$ cat src/rtl/trig_la_pkg.sv
// trig_la_pkg: shared state and trigger-mode encodings for the triggered logic analyzer.
package trig_la_pkg;
    typedef enum logic [2:0] {IDLE, PRETRIG, WAIT_TRIG, POST, DONE} la_state_e;
    typedef enum logic [1:0] {
        TRIG_LEVEL = 2'b00,
        TRIG_ENTER = 2'b01,
        TRIG_LEAVE = 2'b10,
        TRIG_FORCE = 2'b11
    } trig_mode_e;
endpackage

$ cat src/rtl/la_sample_ram.sv
// la_sample_ram: DEPTH x WIDTH sample store, synchronous write, registered read that holds when idle.
module la_sample_ram #(
    parameter int WIDTH = 16,
    parameter int DEPTH = 16,
    parameter int AW = $clog2(DEPTH)
) (
    input  logic             clk,
    input  logic             rst,
    input  logic             we,
    input  logic [AW-1:0]    waddr,
    input  logic [WIDTH-1:0] wdata,
    input  logic             re,
    input  logic [AW-1:0]    raddr,
    output logic [WIDTH-1:0] rdata
);
    logic [WIDTH-1:0] mem [DEPTH];
    always_ff @(posedge clk) begin
        if (we) mem[waddr] <= wdata;
    end
    always_ff @(posedge clk) begin
        if (rst) rdata <= '0;
        else if (re) rdata <= mem[raddr];
    end
endmodule

$ cat src/rtl/trig_logic_analyzer.sv
// trig_logic_analyzer: captures a probe bus into a circular buffer around a programmable trigger
// and reads it back oldest-first once the capture is frozen.
module trig_logic_analyzer
    import trig_la_pkg::*;
#(
    parameter int WIDTH = 16,
    parameter int DEPTH = 16,
    parameter int PRE_TRIG = 4,
    parameter int AW = $clog2(DEPTH)
) (
    input  logic             clk,
    input  logic             rst,
    input  logic             arm,
    input  logic [WIDTH-1:0] probe,
    input  logic [WIDTH-1:0] trig_mask,
    input  logic [WIDTH-1:0] trig_value,
    input  logic [1:0]       trig_mode,
    output logic             busy,
    output logic             triggered,
    output logic             done,
    input  logic             rd_en,
    input  logic [AW-1:0]    rd_addr,
    output logic [WIDTH-1:0] rd_data,
    output logic             rd_valid
);
    localparam logic [AW-1:0] PRE_N = AW'(PRE_TRIG);
    localparam logic [AW-1:0] PRE_LAST = AW'(PRE_TRIG - 1);
    localparam logic [AW-1:0] POST_N = AW'(DEPTH - PRE_TRIG - 1);
    la_state_e state;
    trig_mode_e mode;
    logic [AW-1:0] wr_ptr, trig_ptr, cnt, raddr;
    logic match, match_q, hit, we, re;
    always_comb begin
        mode = trig_mode_e'(trig_mode);
        match = ((probe ^ trig_value) & trig_mask) == '0;
        hit = mode == TRIG_LEVEL ? match :
              mode == TRIG_ENTER ? match && !match_q :
              mode == TRIG_LEAVE ? !match && match_q : 1'b1;
    end
    assign we = state inside {PRETRIG, WAIT_TRIG, POST};
    assign re = rd_en && state == DONE;
    // Logical index 0 is PRE_TRIG entries behind the trigger sample.
    assign raddr = trig_ptr - PRE_N + rd_addr;
    always_ff @(posedge clk) begin
        if (rst) begin
            state <= IDLE;
            wr_ptr <= '0;
            trig_ptr <= '0;
            cnt <= '0;
            match_q <= 1'b0;
            busy <= 1'b0;
            triggered <= 1'b0;
            done <= 1'b0;
            rd_valid <= 1'b0;
        end else begin
            match_q <= match;
            rd_valid <= re;
            case (state)
                IDLE, DONE: if (arm) begin
                    state <= PRE_TRIG == 0 ? WAIT_TRIG : PRETRIG;
                    wr_ptr <= '0;
                    cnt <= '0;
                    triggered <= 1'b0;
                    busy <= 1'b1;
                    done <= 1'b0;
                end
                PRETRIG: begin
                    wr_ptr <= wr_ptr + 1'b1;
                    cnt <= cnt + 1'b1;
                    if (cnt == PRE_LAST) state <= WAIT_TRIG;
                end
                WAIT_TRIG: begin
                    wr_ptr <= wr_ptr + 1'b1;
                    if (hit) begin
                        trig_ptr <= wr_ptr;
                        triggered <= 1'b1;
                        cnt <= POST_N;
                        state <= POST_N == '0 ? DONE : POST;
                        busy <= POST_N != '0;
                        done <= POST_N == '0;
                    end
                end
                POST: begin
                    wr_ptr <= wr_ptr + 1'b1;
                    cnt <= cnt - 1'b1;
                    if (cnt == AW'(1)) begin
                        state <= DONE;
                        busy <= 1'b0;
                        done <= 1'b1;
                    end
                end
                default: state <= IDLE;
            endcase
        end
    end
    la_sample_ram #(.WIDTH(WIDTH), .DEPTH(DEPTH), .AW(AW)) u_ram (
        .clk(clk),
        .rst(rst),
        .we(we),
        .waddr(wr_ptr),
        .wdata(probe),
        .re(re),
        .raddr(raddr),
        .rdata(rd_data)
    );
endmodule

$ cat config.mk
export PLATFORM = sky130hd
export DESIGN_NAME = trig_logic_analyzer
export DESIGN_NICKNAME = d
export VERILOG_FILES = /design/src/rtl/trig_la_pkg.sv /design/src/rtl/la_sample_ram.sv /design/src/rtl/trig_logic_analyzer.sv
export SDC_FILE = /design/constraint.sdc
export NUM_CORES = 1
export LEC_CHECK = 0
export ABC_AREA = 1
export CAP_MARGIN = 15
export CORE_AREA = 8 8 184 186
export CTS_BUF_LIST = sky130_fd_sc_hd__clkbuf_8
export CTS_CLUSTER_SIZE = 25
export DETAILED_ROUTE_END_ITERATION = 12
export DIE_AREA = 0 0 192 194
export GPL_TIMING_DRIVEN = 1
export PLACE_DENSITY = 0.62
export SYNTH_ARGS = -nofsm -noshare
export SYNTH_HDL_FRONTEND = slang
export SYNTH_SLANG_ARGS = --single-unit
$ cat constraint.sdc
create_clock -name clk -period 2.2 [get_ports clk]
set_input_delay 0.44 -clock clk [delete_from_list [all_inputs] [get_ports clk]]
set_output_delay 0.44 -clock clk [all_outputs]
set_load 0.05 [all_outputs]
# ---- After elaboration in Yosys (flattened, before gate mapping)
# Memory sizes are Yosys's and may differ from the RTL's. A register that Yosys moved wholly into a read port is not among the register bits.
# Cells that the tools add are included.
dict set report word_totals {
  memories 1
  latchBits 0
  ramBits 256
  in_bits 58
  register_bits 20
  out_inout_bits 20
  romBits 0
  elab_cells 73
}
dict set report classes {
  shift 0
  div_mod_pow 0
  reduce_logical 21
  n_eq_ne 12
  n_mux 23
  n_lt_le_gt_ge 0
  n_addsub 5
  multipliers 0
  bitwise_logic 2
}
# name words width read_ports rd_ports_with_merged_regs write_ports line_no
set mem_list {}
lappend mem_list {u_ram.mem 16 16 1 1 1 la_sample_ram.sv:16} ;# logic [WIDTH-1:0] mem [DEPTH];
# cell n
set op_table {}
lappend op_table {{bitwise AND 16 bit} 1}
lappend op_table {{zero test 16 bit} 1}
lappend op_table {{one-hot mux 4 bit (4 select lines)} 1}
lappend op_table {{XOR 16 bit} 1}
lappend op_table {{2-to-1 mux 3 bit} 4}
lappend op_table {{one-hot mux 3 bit (4 select lines)} 1}
lappend op_table {{2-to-1 mux 1 bit} 11}
lappend op_table {{adder 4 x 1 -> 4 bit, second input constant} 2}
lappend op_table {{2-to-1 mux 4 bit} 2}
lappend op_table {{one-hot mux 4 bit (2 select lines)} 1}
lappend op_table {{AND reduction 4 bit} 2}
lappend op_table {{== test 3 x 2 -> 1 bit, second input constant} 2}
lappend op_table {{one-hot mux 1 bit (3 select lines)} 2}
lappend op_table {{AND reduction 3 bit} 2}
lappend op_table {{nonzero test 3 bit} 2}
lappend op_table {{adder 4 bit} 1}
lappend op_table {{== test 4 x 1 -> 1 bit, second input constant} 1}
lappend op_table {{== test 4 x 2 -> 1 bit, second input constant} 1}
lappend op_table {{inequality test 2 x 1 -> 1 bit, second input constant} 2}
lappend op_table {{inequality test 2 bit, second input constant} 2}
lappend op_table {{AND reduction 2 bit} 2}
lappend op_table {{nonzero test 2 bit} 2}
lappend op_table {{nonzero test 4 bit} 1}
lappend op_table {{subtractor 4 x 1 -> 4 bit, second input constant} 1}
lappend op_table {{other kinds (12)} 15}

# ---- Depth between registers and ports, before layout
# Gate-level depths: netlist of run 1.
dict set report logic_depth {
  word_depth 10
  depth_mapped 17
  ltp_nobuf 17
}

# ---- Hierarchy
# A second synthesis of run 1 with hierarchy kept.
dict set report unflattened {
  cells_unflattened 1194
  area_unflattened_um2 12547.0
}
# module seq_area_each_um2 cells_per_inst area_each_um2 instances
set by_module_without_submodules {}
lappend by_module_without_submodules {la_sample_ram 8007.7 951 11038.1 1}
lappend by_module_without_submodules {trig_logic_analyzer 400.4 243 1508.9 1}

# ---- Worst setup path after synthesis of run 1
# OpenSTA, ideal clock, no wires.
dict set report synth_path {
  path_kind {input-to-reg}
  startpoint {in rd_addr[1]}
  endpoint {reg u_ram.rdata[12] (read register of u_ram.mem)}
  setup_ns 0.113
  t_arrival_ns 2.265
  path_stages 12
  n_path_buf 1
  slack_ns -0.178
  t_required_ns 2.087
  path_cell_list {ha_1 > ha_1 > inv_1 > fa_1 > xor2_1 > xor2_2 > inv_2 > buf_6 > nand3_1 > o21ai_1 > o21ai_1 > inv_1}
}
dict set report synth_via {
  elab_chain_len 1
}
# element line_no
set synth_rtl {}
lappend synth_rtl {{start, declared} trig_logic_analyzer.sv:22} ;# input logic [AW-1:0] rd_addr,
lappend synth_rtl {{adder 4 bit} trig_logic_analyzer.sv:43} ;# assign raddr = trig_ptr - PRE_N + rd_addr;
lappend synth_rtl {{end, declared} la_sample_ram.sv:14} ;# output logic [WIDTH-1:0] rdata
# Every way passes these cells.
# A chain may end at the register's enable or synchronous reset.

# ---- Final worst setup path of run 1
dict set report layout_path {
  startpoint {reg trig_ptr[1]}
  endpoint {reg u_ram.rdata[6] (read register of u_ram.mem)}
}
dict set report layout_via {
  elab_chain_len 2
}
# element line_no
set layout_rtl {}
lappend layout_rtl {{start, declared} trig_logic_analyzer.sv:31} ;# logic [AW-1:0] wr_ptr, trig_ptr, cnt, raddr;
lappend layout_rtl {{start signal, assigned} trig_logic_analyzer.sv:75} ;# trig_ptr <= wr_ptr;
lappend layout_rtl {{subtractor 4 x 3 -> 4 bit} trig_logic_analyzer.sv:43}
lappend layout_rtl {{adder 4 bit} trig_logic_analyzer.sv:43}
# Every way passes these cells.

==> impl_metrics.json, run 1 <==
{
  "path_class": "flip-flop to flip-flop",
  "areaGrowthSynthToFinish_pct": 24.52,
  "worstPathRequired_ns": 2.66,
  "place_inst": 1507,
  "clkLatencyLatePin_ns": 0.56,
  "final.setup.tns_ns": -0.03310,
  "ratio_of_final_minimum_period_to_clock_period": 1.010,
  "final_core_utilization": 0.4863,
  "number_of_max_slew_violations_in_the_final_report": 0,
  "std_cell_rows": 65,
  "postLayoutSetupSlackWorst_ns": -0.02278,
  "critical_path_cell_list": "ha_4 > ha_4 > inv_2 > fa_2 > xor2_4 > xor2_4 > buf_6 > inv_8 > o211ai_1 > o21ai_1 > o21ai_1 > inv_1",
  "synth_area_leader_cell": "edfxtp_1",
  "finalNetCount": 1229,
  "cts.root.buffer_cell": "clkbuf_8",
  "drcViolationCount": 0,
  "max_stage_delay_ns": 0.37,
  "ys_async_sr_fraction": 0,
  "power.leakage_nw": 5.643,
  "antenna_found_initial": 1,
  "drt_pre_antenna_iters": 5,
  "portBuffers": 77,
  "finalSetupViolations": 3,
  "die_width_um": 192,
  "dr.first_iter.drc_count": 709,
  "synth-seq-cells": 292,
  "critical_path_arrival_ns": 2.68,
  "drt-total-wl_mm": 31.73,
  "fp.coreArea_sq_um": 31070,
  "final_layout_size_suffix_gt1_frac": 0.1681,
  "synth.lib_cells_used.distinct": 35,
  "wire_length_of_the_first_global_routing_pass_mm": 47.73,
  "globalRouteOverflowTotal": 0,
  "synth_top_area_frac": 0.6335,
  "synth_top_cells_by_count": "256 x edfxtp_1, 177 x nor2_1, 82 x o21ai_0",
  "cp-endpoint": "u_ram.rdata[6]$_SDFFE_PP0P_",
  "die_area_sq_um": 37250,
  "yosys_warnings": 0,
  "worst-slew-pin-transition_ns": 0.5394,
  "synth-edff-count": 256,
  "ys_top_cells_by_area": "edfxtp_1 63%, dfxtp_1 5.9%, nor2_1 5.5%, mux2i_1 3.7%, o21ai_0 3.4%",
  "groute.usage.overall": 0.1671,
  "syn-cell-area_sq_um": 12130,
  "clock-skew-final_ns": 0.02660,
  "r2r-start": "trig_ptr[1]$_SDFFE_PP0P_",
  "r2r_slack_ns": -0.02,
  "endpoint_kind": "flip-flop",
  "syn_area_per_cell_sq_um": 12.27,
  "path_max_fanout": 8,
  "clk_path_buf_depth": 3,
  "io-pin-count": 78,
  "numCtsBuffers": 48,
  "final_hpwl_dp_mm": 20.32,
  "netlist_instances": 989,
  "hold_path_class": "flip-flop to flip-flop",
  "detail_route.vias_per_cell": 5.257,
  "vias": 8401,
  "number_of_inserted_diodes": 0,
  "routabilityCongestion": 0.7893,
  "grt_setup_unrepaired": "yes",
  "layout_min_cycle_time_ns": 2.223,
  "first_global_vias": 8029,
  "cts_sinks": 292,
  "max-cap-violations": 0,
  "critPathLaunchType": "flip-flop",
  "worst_setup_hold_path_clk_slew_ns": 0.06,
  "critPathSlowestCell": "fa_2",
  "crit-reg2reg-capture": "u_ram.rdata[6]$_SDFFE_PP0P_",
  "synthMostInstantiatedCell": "edfxtp_1",
  "hold_violations": 0,
  "status": "finished with violations",
  "power.density_nw_per_um2": 970.5,
  "ys_seq_area_frac": 0.6929,
  "route.antenna.remaining_nets": 0,
  "setup.worst_path.start": "trig_ptr[1]$_SDFFE_PP0P_",
  "reg2reg_depth": 12,
  "route.detailed.wl_per_inst_um": 19.85,
  "syn_nets": 1059,
  "tritoncts": "done",
  "layout.cells.non_filler": 1598,
  "fp.dieH_um": 194,
  "initial_utilization": 0.3906,
  "htree_num_levels": 2,
  "timing.max_slew.rel_slack": 0.6398,
  "ir_drop_uv": 405.4,
  "synth-main-ff-cell": "edfxtp_1",
  "clock.fmax_mhz": 449.9,
  "grt_start_max_net_pins": 55,
  "worst_hold_margin_ns": 0.4686,
  "violations": "setup timing"
}
## critical path: cells and delay by family, from the launching register on
kind	cells	cell delay (ns)
compound gates	3	0.29
xor+xnor	2	0.47
fa+ha+maj	3	0.76
buf+inv	4	0.28
flops	1	0.33
## state kept, by name (all words and copies together) (netlist names)
signal / flops
trig_ptr: 4
wr_ptr: 4
match_q: 1
rd_valid: 1
cnt: 4
done: 1
u_ram.mem: 256
u_ram.rdata: 16
busy: 1
state: 3
triggered: 1
## per-stage QoR
step	instance area (sq um)	total power, mW	setup WS, ns
detailed placement	14100	10.31	-0.7714
global route	15110	15.38	-0.1260
CTS	15040	14.67	-0.004488
floorplan	12190	8.874	-0.04405
global placement	14100	10.26	-0.7080
finish	15110	14.66	-0.02278
## placed cells by master (no fill, tap or decap), drive strengths merged
master           n
o21ai          106
inv             96
o221ai          45
mux2i           45
clkinvlp         2
xor2             3
clkinv          13
nand3           37
dlymetal6s2s     3
o32ai           19
nand2           85
buf             93
dfxtp           36
a31oi            1
ha              11
nor3             3
o211ai           2
nor2           178
fa               1
a21oi           28
a221oi           2
clkdlybuf4s50   61
clkbuf          52
dlygate4sd2     13
o221a            1
or2              1
xnor2            1
nand4            1
a211oi           1
edfxtp         256
## worst min path at each step
stage                                   startpoint                       end  slack (ns)  cells past startpoint
after global routing      trig_ptr[1]$_SDFFE_PP0P_  trig_ptr[1]$_SDFFE_PP0P_        0.49                      2
final                     trig_ptr[1]$_SDFFE_PP0P_  trig_ptr[1]$_SDFFE_PP0P_        0.47                      2
after detailed placement    triggered$_SDFFE_PP0P_    triggered$_SDFFE_PP0P_        0.46                      2
after CTS                 trig_ptr[3]$_SDFFE_PP0P_  trig_ptr[3]$_SDFFE_PP0P_        0.48                      2
after global placement      triggered$_SDFFE_PP0P_    triggered$_SDFFE_PP0P_        0.46                      2
after floorplan           trig_ptr[0]$_SDFFE_PP0P_  trig_ptr[0]$_SDFFE_PP0P_        0.43                      2
## report_power, final
part	switching (mW)	total (mW)	internal [mW]
Combinational	2.38	3.90	1.53
Clock	2.05	4.22	2.17
Sequential	0.145	6.54	6.40
## kinds of logic after synthesis
kind of cell | Yosys count | share of synthesized area
XOR/XNOR | 4 | 0.004126
AND/OR/NAND/NOR | 305 | 0.1016
multiplexers | 45 | 0.03712
AO/OA/AOI/OAI | 205 | 0.1062
buffers and inverters | 126 | 0.04506
flip-flops | 292 | 0.6929
adder cells (fa/ha/maj) | 12 | 0.01299
## repair_timing
action | CTS | global route
gates cloned | 2 | 0
buffers inserted | 2 | 0
pin swaps | 2 | 2
gates resized for setup | 25 | 23
setup endpoints to repair | 28 | 19
hold buffers | 0 | 0
## cell type report
type / instances / area, sq um
fill: 2783 / 15960
tap: 402 / 503.0
clock buffer: 52 / 715.7
sequential: 292 / 8409
timing repair buffer: 170 / 1689
timing repair inverter: 1 / 11.26
clock inverter: 35 / 143.9
inverter: 75 / 291.5
multi-input combinational: 571 / 3346
## routing by layer
metal | wire, um | global-route usage | up-vias
li1 | - | - | 3938
met1 | 14540 | 0.2419 | 4137
met2 | 14540 | 0.2547 | 294
met3 | 2289 | 0.03561 | 32
met4 | 354 | 0.03565 | 0
met5 | 0 | 0 | -
Power figures use the tool's default switching activity.
==> inputs of run 2 (changes only) <==
- CORE_AREA: 8 8 184 186 -> 8 8 158 160
- DIE_AREA: 0 0 192 194 -> 0 0 166 168
- PLACE_DENSITY: 0.62 -> 0.8
==> impl_metrics.json, run 2 (synthesis gave the netlist of run 1 again) <==
{
  "layout_min_cycle_time_ns": 2.249,
  "timing.hold.worst_path_depth": 2,
  "registers.top_by_ff_count": "u_ram.mem",
  "numCtsBuffers": 44,
  "tritoncts": "done",
  "dr.first_iter.drc_count": 802,
  "drcViolationCount": 0,
  "finalNetCount": 1217,
  "reg_top3": "u_ram.mem (256), u_ram.rdata (16)",
  "io-pin-count": 78,
  "cts.root.buffer_cell": "clkbuf_8",
  "critical_path_arrival_ns": 2.69,
  "status": "finished with violations",
  "route.detailed.wl_per_inst_um": 21.10,
  "finalSetupViolations": 7,
  "fp.dieH_um": 168,
  "ratio_of_final_minimum_period_to_clock_period": 1.022,
  "largest_reg_flops": 256,
  "path_class": "flip-flop to flip-flop",
  "violations": "setup timing",
  "clk_path_buf_depth": 3,
  "wire_length_of_the_first_global_routing_pass_mm": 46.53,
  "ir_drop_uv": 500.1,
  "worstPathRequired_ns": 2.64,
  "final_hpwl_dp_mm": 19.35,
  "number_of_inserted_diodes": 0,
  "number_of_max_slew_violations_in_the_final_report": 0,
  "fp.coreArea_sq_um": 22370,
  "final_layout_size_suffix_gt1_frac": 0.1675,
  "groute.usage.overall": 0.2146,
  "endpoint_kind": "flip-flop",
  "placedInstanceArea_sq_um": 13880,
  "drt-total-wl_mm": 30.96,
  "globalRouteOverflowTotal": 0,
  "die_width_um": 166,
  "hold_path_class": "flip-flop to flip-flop",
  "worst_hold_margin_ns": 0.4698,
  "portBuffers": 77,
  "route.antenna.remaining_nets": 0,
  "clock-skew-final_ns": 0.02381,
  "critPathLaunchType": "flip-flop",
  "die_area_sq_um": 27890,
  "cts_sinks": 292,
  "max-cap-violations": 0,
  "drt_pre_antenna_iters": 5,
  "std_cell_rows": 55,
  "first_global_vias": 8418,
  "reg2reg_depth": 13,
  "initial_utilization": 0.5425,
  "path_max_fanout": 8,
  "mostFrequentLayoutCell": "edfxtp_1",
  "clkLatencyLatePin_ns": 0.56,
  "grt_start_max_net_pins": 46,
  "cts_hold_buffers": 0,
  "postLayoutSetupSlackWorst_ns": -0.04933,
  "vias": 8622,
  "clock.fmax_mhz": 444.6,
  "detail_route.vias_per_cell": 5.877,
  "worst_setup_hold_path_clk_slew_ns": 0.06,
  "grt_setup_unrepaired": "yes",
  "worst-slew-pin-transition_ns": 0.6286,
  "areaGrowthSynthToFinish_pct": 22.35,
  "finish.instance_area_sq_um": 14850,
  "hold_violations": 0,
  "most-common-layout-cells": "256 x edfxtp_1, 161 x nor2_1, 84 x inv_1",
  "n_fill_cell": 1532,
  "routabilityCongestion": 0.8439,
  "htree_num_levels": 2,
  "power.density_nw_per_um2": 979.8,
  "antenna_found_initial": 0,
  "timing.max_slew.rel_slack": 0.5796,
  "dp_slack_ns": -0.7332,
  "power.leakage_nw": 5.518
}
[run 2: worst max-delay path: stages (launching register included)]
cell	delay, ns
dfxtp_2	0.33
ha_4	0.27
ha_4	0.12
inv_2	0.03
fa_2	0.34
xor2_2	0.16
xor2_2	0.16
buf_4	0.16
buf_6	0.14
buf_4	0.14
nand3_1	0.07
nand2_1	0.06
o21ai_1	0.12
inv_1	0.05
[run 2: layer usage]
| metal | wire length (um) | global-route usage | share of wire |
|---|---|---|---|
| met1 | 12270 | 0.2762 | 0.40 |
| met2 | 14350 | 0.3414 | 0.46 |
| met3 | 3420 | 0.05519 | 0.11 |
| met4 | 919 | 0.09249 | 0.030 |
| met5 | 0 | 0 | 0 |
[run 2: layout make-up]
type	instances	area (sq um)	share of cell area
Inverter	75	295.3	0.01989
Multi-Input combinational cell	571	3353	0.2259
Timing Repair inverter	1	11.26	0.0007585
Clock inverter	31	127.6	0.008596
Clock buffer	50	688.2	0.04635
Tap cell	285	356.6	0.02402
Sequential cell	292	8409	0.5664
Timing Repair Buffer	162	1605	0.1081
[run 2: through the flow]
stage / total power, mW / setup TNS, ns / utilization / instances
4_1_cts: 14.34 / -0.01096 / 0.6590 / 1463
2_1_floorplan: 8.874 / -0.4251 / - / 989
6_report: 14.55 / -0.1774 / 0.6638 / 1467
3_3_place_gp: 10.13 / -11.75 / 0.6206 / 1379
5_1_grt: 15.17 / -2.042 / 0.6638 / 1467
3_5_place_dp: 10.25 / -12.82 / 0.6206 / 1379
[run 2: final timing paths]
| check | startpoint | end | slack, ns |
|---|---|---|---|
| setup / recovery | trig_ptr[1]$_SDFFE_PP0P_ | u_ram.rdata[1]$_SDFFE_PP0P_ | -0.05 |
| hold reg to reg | done$_SDFFE_PP0P_ | done$_SDFFE_PP0P_ | 0.47 |
| hold / removal | done$_SDFFE_PP0P_ | done$_SDFFE_PP0P_ | 0.47 |
| setup reg to reg | trig_ptr[1]$_SDFFE_PP0P_ | u_ram.rdata[1]$_SDFFE_PP0P_ | -0.05 |
[run 2: what timing repair did]
action	CTS	global route
pin swaps	2	4
resized for setup	18	24
buffers inserted	2	3
cloned	1	1
endpoints found under the setup margin	26	16
[run 2: report_power, final]
part	leakage [nW]	internal, mW	switching (mW)	total (mW)
sequential	2.60	6.39	0.150	6.54
clock	0.475	2.08	1.99	4.07
combinational	2.44	1.56	2.37	3.93
total	5.52	10.0	4.51	14.5
